[config.mk]
export PLATFORM = sky130hd
export DESIGN_NAME = alu_shift_seq_flat
export DESIGN_NICKNAME = d
export VERILOG_FILES = /design/src/rtl/alu_shift_pkg.sv /design/src/rtl/alu_shift_seq_if.sv /design/src/rtl/alu_shift_step.sv /design/src/rtl/alu_shift_seq.sv /design/src/flat_wrapper.sv
export SDC_FILE = /design/constraint.sdc
export NUM_CORES = 1
export LEC_CHECK = 0
export BUFFER_PORTS_ARGS = -buffer_cell sky130_fd_sc_hd__buf_4
export CORE_MARGIN = 2
export CORE_UTILIZATION = 57
export CTS_CLUSTER_SIZE = 14
export DETAILED_ROUTE_END_ITERATION = 10
export GPL_TIMING_DRIVEN = 1
export MAX_ROUTING_LAYER = met4
export PLACE_DENSITY = 0.85
export SLEW_MARGIN = 0
export SYNTH_ARGS = -nofsm -noshare
export SYNTH_HDL_FRONTEND = slang
export SYNTH_HIERARCHICAL = 1
export SYNTH_SLANG_ARGS = --single-unit
[constraint.sdc]
create_clock -name i_clk -period 4.75 [get_ports i_clk]
set_input_delay 0.95 -clock i_clk [delete_from_list [all_inputs] [get_ports i_clk]]
set_output_delay 0.95 -clock i_clk [all_outputs]
set_load 0.05 [all_outputs]
[src/rtl/alu_shift_pkg.sv]
// Shared types for the multi-cycle shifter: op encodings and FSM states.
package alu_shift_pkg;

    localparam logic [1:0] OP_SLL = 2'b00;
    localparam logic [1:0] OP_SRL = 2'b01;
    localparam logic [1:0] OP_SRA = 2'b10;
    localparam logic [1:0] OP_ROR = 2'b11;

    typedef enum logic [1:0] {
        SHIFT_SLL = OP_SLL,
        SHIFT_SRL = OP_SRL,
        SHIFT_SRA = OP_SRA,
        SHIFT_ROR = OP_ROR
    } shift_op_e;

    typedef enum logic [1:0] {
        ST_IDLE = 2'd0,
        ST_BUSY = 2'd1,
        ST_DONE = 2'd2
    } shift_state_e;

endpackage

[src/rtl/alu_shift_seq_if.sv]
// Request/response handshake bundle of the shifter; master is the execute stage.
interface alu_shift_seq_if #(
    parameter int DATA_W = 32
) ();
    localparam int SHAMT_W = $clog2(DATA_W);

    logic               i_valid;
    logic               o_ready;
    logic [DATA_W-1:0]  i_data;
    logic [SHAMT_W-1:0] i_shamt;
    logic [1:0]         i_op;
    logic               o_valid;
    logic               i_ready;
    logic [DATA_W-1:0]  o_result;
    logic               o_busy;

    modport master (
        output i_valid, i_data, i_shamt, i_op, i_ready,
        input  o_ready, o_valid, o_result, o_busy
    );

    modport slave (
        input  i_valid, i_data, i_shamt, i_op, i_ready,
        output o_ready, o_valid, o_result, o_busy
    );
endinterface

[src/rtl/alu_shift_step.sv]
// Combinational single-step shifter: moves one word by 0..STEP positions.
// Rotate support is compiled in only when ALU_SHIFT_ROTATE_EN is defined.
module alu_shift_step
    import alu_shift_pkg::*;
#(
    parameter int DATA_W = 32,
    parameter int STEP   = 1,
    localparam int SHAMT_W = $clog2(DATA_W),
    localparam int N_W     = $clog2(STEP + 1)
) (
    input  logic [DATA_W-1:0] i_data,
    input  logic [N_W-1:0]    i_n,
    input  shift_op_e         i_op,
    input  logic              i_fill,
    output logic [DATA_W-1:0] o_data
);

    logic [DATA_W-1:0] fill_mask;
`ifdef ALU_SHIFT_ROTATE_EN
    logic [SHAMT_W:0]  rot_n;
    assign rot_n = (SHAMT_W + 1)'(DATA_W) - (SHAMT_W + 1)'(i_n);
`endif

    // Ones in the top i_n positions: the bits vacated by a right shift.
    assign fill_mask = ~({DATA_W{1'b1}} >> i_n);

    always_comb begin
        // NOTE: default first so every path assigns o_data and no latch is inferred.
        o_data = i_data >> i_n;
        case (i_op)
            SHIFT_SLL: o_data = i_data << i_n;
            SHIFT_SRA: o_data = (i_data >> i_n) | (fill_mask & {DATA_W{i_fill}});
`ifdef ALU_SHIFT_ROTATE_EN
            SHIFT_ROR: o_data = (i_data >> i_n) | (i_data << rot_n);
`endif
            default:   o_data = i_data >> i_n;
        endcase
    end

endmodule

[src/rtl/alu_shift_seq.sv]
// Multi-cycle SLL/SRL/SRA(/ROR) shifter, at most STEP positions per clock.
// Define ALU_SHIFT_ROTATE_EN to make op 2'b11 a rotate-right instead of SRL.
module alu_shift_seq
    import alu_shift_pkg::*;
#(
    parameter int DATA_W = 32,
    parameter int STEP   = 1,
    localparam int SHAMT_W = $clog2(DATA_W)
) (
    input  logic             i_clk,
    input  logic             i_rst_n,
    alu_shift_seq_if.slave   bus
);

    localparam int N_W      = $clog2(STEP + 1);
    // rem never exceeds DATA_W-1, so capping the step there keeps it in SHAMT_W bits.
    localparam int STEP_CAP = (STEP >= DATA_W) ? DATA_W - 1 : STEP;
    localparam logic [SHAMT_W-1:0] STEP_N = SHAMT_W'(STEP_CAP);

    shift_state_e       state_q, state_d;
    shift_op_e          op_q, op_d;
    logic [SHAMT_W-1:0] rem_q, rem_d;
    logic [DATA_W-1:0]  work_q, work_d;
    logic [SHAMT_W-1:0] n_amt;
    logic [DATA_W-1:0]  step_out;

    assign n_amt = (rem_q < STEP_N) ? rem_q : STEP_N;

    // SRA keeps the MSB fixed, so the working register's MSB is the latched sign.
    alu_shift_step #(
        .DATA_W (DATA_W),
        .STEP   (STEP)
    ) u_step (
        .i_data (work_q),
        .i_n    (N_W'(n_amt)),
        .i_op   (op_q),
        .i_fill (work_q[DATA_W-1]),
        .o_data (step_out)
    );

    always_comb begin
        state_d = state_q;
        op_d    = op_q;
        rem_d   = rem_q;
        work_d  = work_q;
        case (state_q)
            ST_IDLE: begin
                if (bus.i_valid) begin
                    work_d  = bus.i_data;
                    rem_d   = bus.i_shamt;
                    op_d    = shift_op_e'(bus.i_op);
                    state_d = (bus.i_shamt == '0) ? ST_DONE : ST_BUSY;
                end
            end
            ST_BUSY: begin
                work_d = step_out;
                rem_d  = rem_q - n_amt;
                if (rem_d == '0) state_d = ST_DONE;
            end
            ST_DONE: begin
                if (bus.i_ready) state_d = ST_IDLE;
            end
            default: state_d = ST_IDLE;
        endcase
    end

    always_ff @(posedge i_clk) begin
        // NOTE: the working register is reset too, so o_result reads 0 out of reset.
        if (!i_rst_n) begin
            state_q <= ST_IDLE;
            op_q    <= SHIFT_SLL;
            rem_q   <= '0;
            work_q  <= '0;
        end else begin
            state_q <= state_d;
            op_q    <= op_d;
            rem_q   <= rem_d;
            work_q  <= work_d;
        end
    end

    assign bus.o_ready  = (state_q == ST_IDLE) && i_rst_n;
    assign bus.o_valid  = (state_q == ST_DONE);
    assign bus.o_busy   = (state_q == ST_BUSY) || (state_q == ST_DONE);
    assign bus.o_result = work_q;

endmodule

[src/flat_wrapper.sv]
// flat-port wrapper written by rule: the top's interface ports become plain ports
module alu_shift_seq_flat import alu_shift_pkg::*;
#(
    parameter int DATA_W = 32,
    parameter int STEP   = 1,
    localparam int SHAMT_W = $clog2(DATA_W)
)
  (i_clk, i_rst_n, bus_i_valid, bus_i_data, bus_i_shamt, bus_i_op, bus_i_ready, bus_o_ready, bus_o_valid, bus_o_result, bus_o_busy);
  alu_shift_seq_if #(.DATA_W(DATA_W)) bus_i ();
  input  logic i_clk;
  input  logic i_rst_n;
  input wire logic [$bits(bus_i.i_valid)-1:0] bus_i_valid;
  input wire logic [$bits(bus_i.i_data)-1:0] bus_i_data;
  input wire logic [$bits(bus_i.i_shamt)-1:0] bus_i_shamt;
  input wire logic [$bits(bus_i.i_op)-1:0] bus_i_op;
  input wire logic [$bits(bus_i.i_ready)-1:0] bus_i_ready;
  output wire logic [$bits(bus_i.o_ready)-1:0] bus_o_ready;
  output wire logic [$bits(bus_i.o_valid)-1:0] bus_o_valid;
  output wire logic [$bits(bus_i.o_result)-1:0] bus_o_result;
  output wire logic [$bits(bus_i.o_busy)-1:0] bus_o_busy;
  assign bus_i.i_valid = bus_i_valid;
  assign bus_i.i_data = bus_i_data;
  assign bus_i.i_shamt = bus_i_shamt;
  assign bus_i.i_op = bus_i_op;
  assign bus_i.i_ready = bus_i_ready;
  assign bus_o_ready = bus_i.o_ready;
  assign bus_o_valid = bus_i.o_valid;
  assign bus_o_result = bus_i.o_result;
  assign bus_o_busy = bus_i.o_busy;
  alu_shift_seq #(.DATA_W(DATA_W), .STEP(STEP)) u_core (.i_clk(i_clk), .i_rst_n(i_rst_n), .bus(bus_i));
endmodule
==> results_dict.tcl, run 1 <==
set metrics [dict create \
    outcome "finished clean" \
    path_cells "inv_1, ha_2, buf_4, mux2_2, buf_4, nor2_1, a211oi_1" \
    criticalPathCategory "register to register" \
    cts_resized 0 \
    row_count 25 \
    postCtsHoldBufs 0 \
    max_stage_delay_ns 0.84 \
    ir_worst_vdd_mv 0.407 \
    vias 2837 \
    viasPerCell 5.89 \
    detail-route-antenna-nets 0 \
    synth_top_family_by_area "compound AO/OA/AOI/OAI gates" \
    cp-start-kind "register" \
    ys_top_cells_by_area "dfxtp_1 (29%), mux2i_1 (12%), or3b_1 (9.3%)" \
    grt_pass1_wl_um 11300 \
    die_w_um 74.4 \
    grt_max_degree 65 \
    rsz0062_at_grt "false" \
    fin_crit_ns 2.79 \
    p_int_w 0.00126 \
    worstSetupEndpointType "register" \
    wirelength_um 7000 \
    max_cap_violations 0 \
    layout.nets 461 \
    die_h_um 74.4 \
    max_slew_margin_pct 26.7 \
    power.density_nw_per_um2 774 \
    grt.overflow.total 0 \
    synthMuxAreaShare_pct 12.8 \
    clock_latency_ns 0.29 \
    final_common_cell "buf_4" \
    cts_buffer_depth 2 \
    cp.arrival_ns 2.98 \
    ys_ff_latch 41 \
    synth_cell_type_count 34 \
    start_util_pct 59.4 \
    cpMostUsedCell "buf_4" \
    tritoncts "built" \
    track_usage_pct 26.6 \
    syn-instance-count 362 \
    pwr-share-clk_pct 9.3 \
    coreArea_um2 4750 \
    total_leakage_power_nw 1.36 \
    layout_common_cells "buf_4 (82), nor2_1 (68), dfxtp_1 (41)" \
    portBuffers 77 \
    cts_root_buf "clkbuf_8" \
    synth_xor_area_share_pct 0 \
    io_pins 78 \
    tns_ns 0 \
    dp_hpwl_um 4580 \
    syn-mean-instance-area_um2 7.80 \
    drt-pass1-iter-count 4 \
    netSwitchingPower_w 0.00141 \
    antenna_found_initial 0 \
    synth-seq-area-share_pct 29.1 \
    holdCritPathClass "register to register" \
    path_clk_slew_ns 0.08 \
    grt_pass1_vias 2388 \
    wire_per_inst_um 14.5 \
    synth_compound_area_share_pct 26.7 \
    syn_nets 409 \
    htreeDepth 2 \
    cts.sinks 41 \
    ys_warn_count 6 \
    preCtsSetupSlack_ns 1.98 \
    drt_iter0_drc 247 \
    setup_violations 0 \
    netlist_area_um2 2820 \
    tightest_slew_ns 1.10 \
    path_max_fanout 47 \
    required_ns 4.95 \
    gp_congestion 0.814 \
    hold_viol_final 0 \
    layout-drive-gt1-share_pct 23.1 \
    pwr-share-seq_pct 24.1 \
    critPathSlowestCell "mux2_2" \
    yosysTopAreaCellShare_pct 29.1 \
    final-max-slew-violation-count 0 \
    yosys.area_share.simple_pct 22.2 \
    layout_setup_ws_ns 1.96 \
    yosysTopAreaCell "dfxtp_1" \
    fill_cells 406 \
    post-route-period-util_pct 58.7 \
    area_delta_synth_final_pct 22.3 \
    p_comb_share_pct 66.6 \
    drcViolationCount 0 \
    synthAdderAreaFrac_pct 1.77 \
    cts_buffers 5 \
    swShare_pct 52.7 \
    fmax_mhz 359 \
    finalClockSkew_ns 0.0100 \
    post_cts.repair.setup_buffers 0 \
    dieArea_um2 5530 \
    diodes 0 \
]
==> cells in the mapped netlist <==
cell type,n
a41oi_2,1
nand2b_1,6
clkbuf_2,3
nor4_1,1
nor2_1,68
o21ai_1,1
inv_1,9
o31ai_1,1
o211ai_1,1
ha_1,4
clkbuf_1,13
mux2_2,1
o2111ai_2,1
nand4_1,1
a211oi_1,34
o21ai_0,37
or4_1,1
a31oi_1,32
a211oi_2,1
o41ai_1,1
o311a_1,1
buf_6,1
dfxtp_1,41
nand2_1,7
a21oi_1,5
nand3_1,2
buf_4,2
buf_2,14
buf_1,4
nor2b_1,1
or3b_1,30
nor4b_1,1
o22ai_1,1
mux2i_1,35
==> per-layer routing <==
| metal | vias up | routed length [µm] | global-route usage (%) |
|---|---|---|---|
| li1 | 1437 | - | - |
| met1 | 1307 | 3060 | 34.9 |
| met2 | 87 | 3470 | 42.5 |
| met3 | 6 | 402 | 5.01 |
| met4 | 0 | 65 | 5.95 |
| met5 | - | 0 | - |
==> metrics by stage <==
stage          cell area, µm²  cells  total power [W]  hold WS (ns)  utilization, %
2_1_floorplan            2820    362          0.00205         0.456               -
3_3_place_gp             3350    474          0.00236         0.445            70.5
3_5_place_dp             3350    474          0.00241         0.450            70.5
4_1_cts                  3450    482          0.00267         0.461            72.6
5_1_grt                  3450    482          0.00289         0.476            72.6
6_report                 3450    482          0.00267         0.459            72.6
==> registers in the layout, indices dropped and copies added (netlist names) <==
signal and count:
u_core/rem_q 5, u_core/bus.o_result 32, u_core/op_q 2, u_core/state_q 2
==> critical path, delay by kind of cell (launching register included) <==
| family | cells | cell delay [ns] |
|---|---|---|
| buf+inv | 3 | 1.04 |
| mux | 1 | 0.84 |
| flops | 1 | 0.33 |
| compound gates | 1 | 0.21 |
| fa+ha+maj | 1 | 0.17 |
| simple gates | 1 | 0.08 |
==> cell type report <==
| cell class | instances | area, µm² | share of cell area (%) |
|---|---|---|---|
| clock buffer | 7 | 96.3 | 2.79 |
| clock inverter | 1 | 5.00 | 0.145 |
| inverter | 9 | 33.8 | 0.978 |
| multi-input combinational | 275 | 1800 | 52.1 |
| sequential | 41 | 821 | 23.8 |
| tap | 67 | 83.8 | 2.43 |
| timing repair buffer | 82 | 616 | 17.8 |
==> cell families (layout without fill, tap and decap cells) <==
kind of cell / Yosys count / in the layout
AO/OA/AOI/OAI: 117 / 117
adder cells (fa/ha/maj): 4 / 4
buffers and inverters: 46 / 99
flip-flops: 41 / 41
multiplexers: 36 / 36
AND/OR/NAND/NOR: 118 / 118
==> path summary, 6_finish.rpt <==
check | from | endpoint | slack [ns] | cells past startpoint
worst max-delay path | u_core/state_q[1] | u_core/bus.o_result[24] | 1.96 | 7
worst max register to register | u_core/state_q[1] | u_core/bus.o_result[24] | 1.96 | 7
worst min-delay path | u_core/op_q[1] | u_core/op_q[1] | 0.46 | 2
worst min register to register | u_core/op_q[1] | u_core/op_q[1] | 0.46 | 2
==> power groups by stage <==
stage               Clock, W  Combinational [W]  Sequential [W]
floorplan                  0            0.00108        0.000974
global placement           0            0.00172        0.000644
detailed placement         0            0.00177        0.000648
CTS                 0.000257            0.00177        0.000642
global route        0.000273            0.00195        0.000666
finish              0.000249            0.00178        0.000644
(Power assumes the default switching activity.)
==> inputs of run 2 (changes only) <==
--- a/config.mk
+++ b/config.mk
@@ -7,12 +7,12 @@
 export LEC_CHECK = 0
 export BUFFER_PORTS_ARGS = -buffer_cell sky130_fd_sc_hd__buf_4
 export CORE_MARGIN = 2
-export CORE_UTILIZATION = 57
+export CORE_UTILIZATION = 53
 export CTS_CLUSTER_SIZE = 14
 export DETAILED_ROUTE_END_ITERATION = 10
 export GPL_TIMING_DRIVEN = 1
 export MAX_ROUTING_LAYER = met4
-export PLACE_DENSITY = 0.85
+export PLACE_DENSITY = 0.8
 export SLEW_MARGIN = 0
 export SYNTH_ARGS = -nofsm -noshare
 export SYNTH_HDL_FRONTEND = slang
==> constraint.sdc (replaced) <==
create_clock -name i_clk -period 2.85 [get_ports i_clk]
set_input_delay 0.57 -clock i_clk [delete_from_list [all_inputs] [get_ports i_clk]]
set_output_delay 0.57 -clock i_clk [all_outputs]
set_load 0.05 [all_outputs]
==> results_dict.tcl, run 2 (same netlist as run 1, synthesis figures left out) <==
set metrics [dict create \
    wire_per_inst_um 14.4 \
    cp-start-kind "register" \
    ff2ff_setup_slack_ns 0.75 \
    path_depth 8 \
    antenna_found_initial 0 \
    max_cap_violations 0 \
    setup.worst_path.start "u_core/rem_q[1]" \
    row_count 26 \
    total_leakage_power_nw 1.37 \
    worstHoldPathCells 2 \
    detail-route-antenna-nets 0 \
    finalClockSkew_ns 0.00606 \
    cts_resized 0 \
    path_cells "nor4_1, nor2_1, inv_1, ha_1, inv_1, o31ai_1, o2111ai_2, a211oi_2" \
    layout_common_cells "buf_4 (82), nor2_1 (68), dfxtp_1 (41)" \
    path_max_fanout 9 \
    gp_congestion 0.761 \
    reg2reg_from "u_core/rem_q[1]" \
    swShare_pct 51.7 \
    viasPerCell 5.82 \
    fin_cells 486 \
    layout.nets 462 \
    fmax_mhz 475 \
    grt_pass1_vias 2528 \
    reg2reg_depth 8 \
    wl_met3_um 325 \
    top_layer_used "met4" \
    p_int_w 0.00220 \
    tightest_slew_ns 0.686 \
    die_w_um 77.0 \
    outcome "finished clean" \
    holdCritPathClass "register to register" \
    dieArea_um2 5930 \
    grt.overflow.total 0 \
    dp_hpwl_um 4430 \
    drt_iter0_drc 241 \
    p_total_w 0.00455 \
    post-place-cells 478 \
    vias 2830 \
    cts_buffer_depth 2 \
    grt_pass1_wl_um 11800 \
    postCtsHoldBufs 0 \
    setup_violations 0 \
    layout-drive-gt1-share_pct 23.1 \
    io_pins 78 \
    power.density_nw_per_um2 1300 \
    m1WireLength_um 3110 \
    route.met2.wl_um 3530 \
    post_cts.repair.setup_buffers 0 \
    layout_setup_ws_ns 0.746 \
    required_ns 3.06 \
    fin_util_pct 67.9 \
    fill_cells 467 \
    worstSetupEndpointType "register" \
    max_stage_delay_ns 0.50 \
    coreArea_um2 5140 \
    drcViolationCount 0 \
    criticalPathCategory "register to register" \
    die_h_um 77.0 \
    clock_latency_ns 0.29 \
    pwr-share-seq_pct 23.5 \
    fin_crit_ns 2.10 \
    cpMostUsedCell "inv_1" \
    tritoncts "built" \
    ir_worst_vdd_mv 0.786 \
    largest_reg_flops 32 \
    p_comb_share_pct 65.8 \
    cts_buffers 5 \
    drt-pass1-iter-count 4 \
    grt_max_degree 65 \
    max_slew_margin_pct 54.3 \
    final_common_cell "buf_4" \
    area_delta_synth_final_pct 23.7 \
    critPathSlowestCell "nor4_1" \
    netSwitchingPower_w 0.00235 \
    portBuffers 77 \
    wirelength_um 6980 \
    htreeDepth 2 \
    critPathTopFamily "compound AO/OA/AOI/OAI gates" \
    cts.sinks 41 \
    cp.arrival_ns 2.32 \
    endpoint "u_core/state_q[1]" \
    post-route-period-util_pct 73.8 \
    diodes 0 \
    hold_viol_final 0 \
    track_usage_pct 24.3 \
    r2r-end "u_core/state_q[1]" \
    crit_buf_inv 2 \
    tns_ns 0 \
    pwr-share-clk_pct 10.7 \
    rsz0062_at_grt "false" \
    path_clk_slew_ns 0.08 \
    cts_root_buf "clkbuf_8" \
    final-max-slew-violation-count 0 \
    start_util_pct 54.9 \
    preCtsSetupSlack_ns 0.797 \
]
## run 2: cell types whose count changed in the layout (fill, tap and decap cells not counted)
cell / change
bufinv_16: +1
clkbuf_1: +1
buf_12: +1
clkbuf_8: -1
clkinv_2: -1
## run 2: worst reg2reg max path: stages (launching register included)
cell and delay (ns):
dfxtp_1 0.39, nor4_1 0.50, nor2_1 0.10, inv_1 0.08
ha_1 0.23, inv_1 0.06, o31ai_1 0.24, o2111ai_2 0.20
a211oi_2 0.23
## run 2: per-layer routing
| metal | vias up | track usage, % |
|---|---|---|
| li1 | 1440 | - |
| met1 | 1319 | 30.3 |
| met2 | 69 | 41.7 |
| met3 | 2 | 4.71 |
| met4 | 0 | 4.29 |
| met5 | - | - |
## run 2: stage by stage
stage          hold WS (ns)  area [µm²]
2_1_floorplan         0.456        2820
3_3_place_gp          0.446        3380
3_5_place_dp          0.463        3380
4_1_cts               0.474        3490
5_1_grt               0.493        3490
6_report              0.469        3490
## run 2: worst min-delay path by stage
stage / from / end / slack [ns]
final: u_core/op_q[0] / u_core/op_q[0] / 0.47
after CTS: u_core/op_q[0] / u_core/op_q[0] / 0.47
after detailed placement: u_core/op_q[0] / u_core/op_q[0] / 0.46
after floorplan: u_core/state_q[0] / u_core/state_q[0] / 0.46
after global routing: u_core/op_q[0] / u_core/op_q[0] / 0.49
after global placement: u_core/op_q[0] / u_core/op_q[0] / 0.45
## run 2: layout make-up
class	instances	area, µm²	area share [%]
Clock inverter	1	30.0	0.860
Tap cell	70	87.6	2.51
Multi-Input combinational cell	275	1800	51.5
Inverter	9	33.8	0.967
Clock buffer	7	86.3	2.47
Sequential cell	41	821	23.5
Timing Repair Buffer	83	636	18.2
## run 2: power groups by stage
stage          combinational (W)  sequential, W  clock (W)
6_report                 0.00299        0.00107   0.000488
5_1_grt                  0.00324        0.00112   0.000528
4_1_cts                  0.00299        0.00107   0.000499
3_5_place_dp             0.00298        0.00108          0
3_3_place_gp             0.00291        0.00108          0
2_1_floorplan            0.00180        0.00162          0
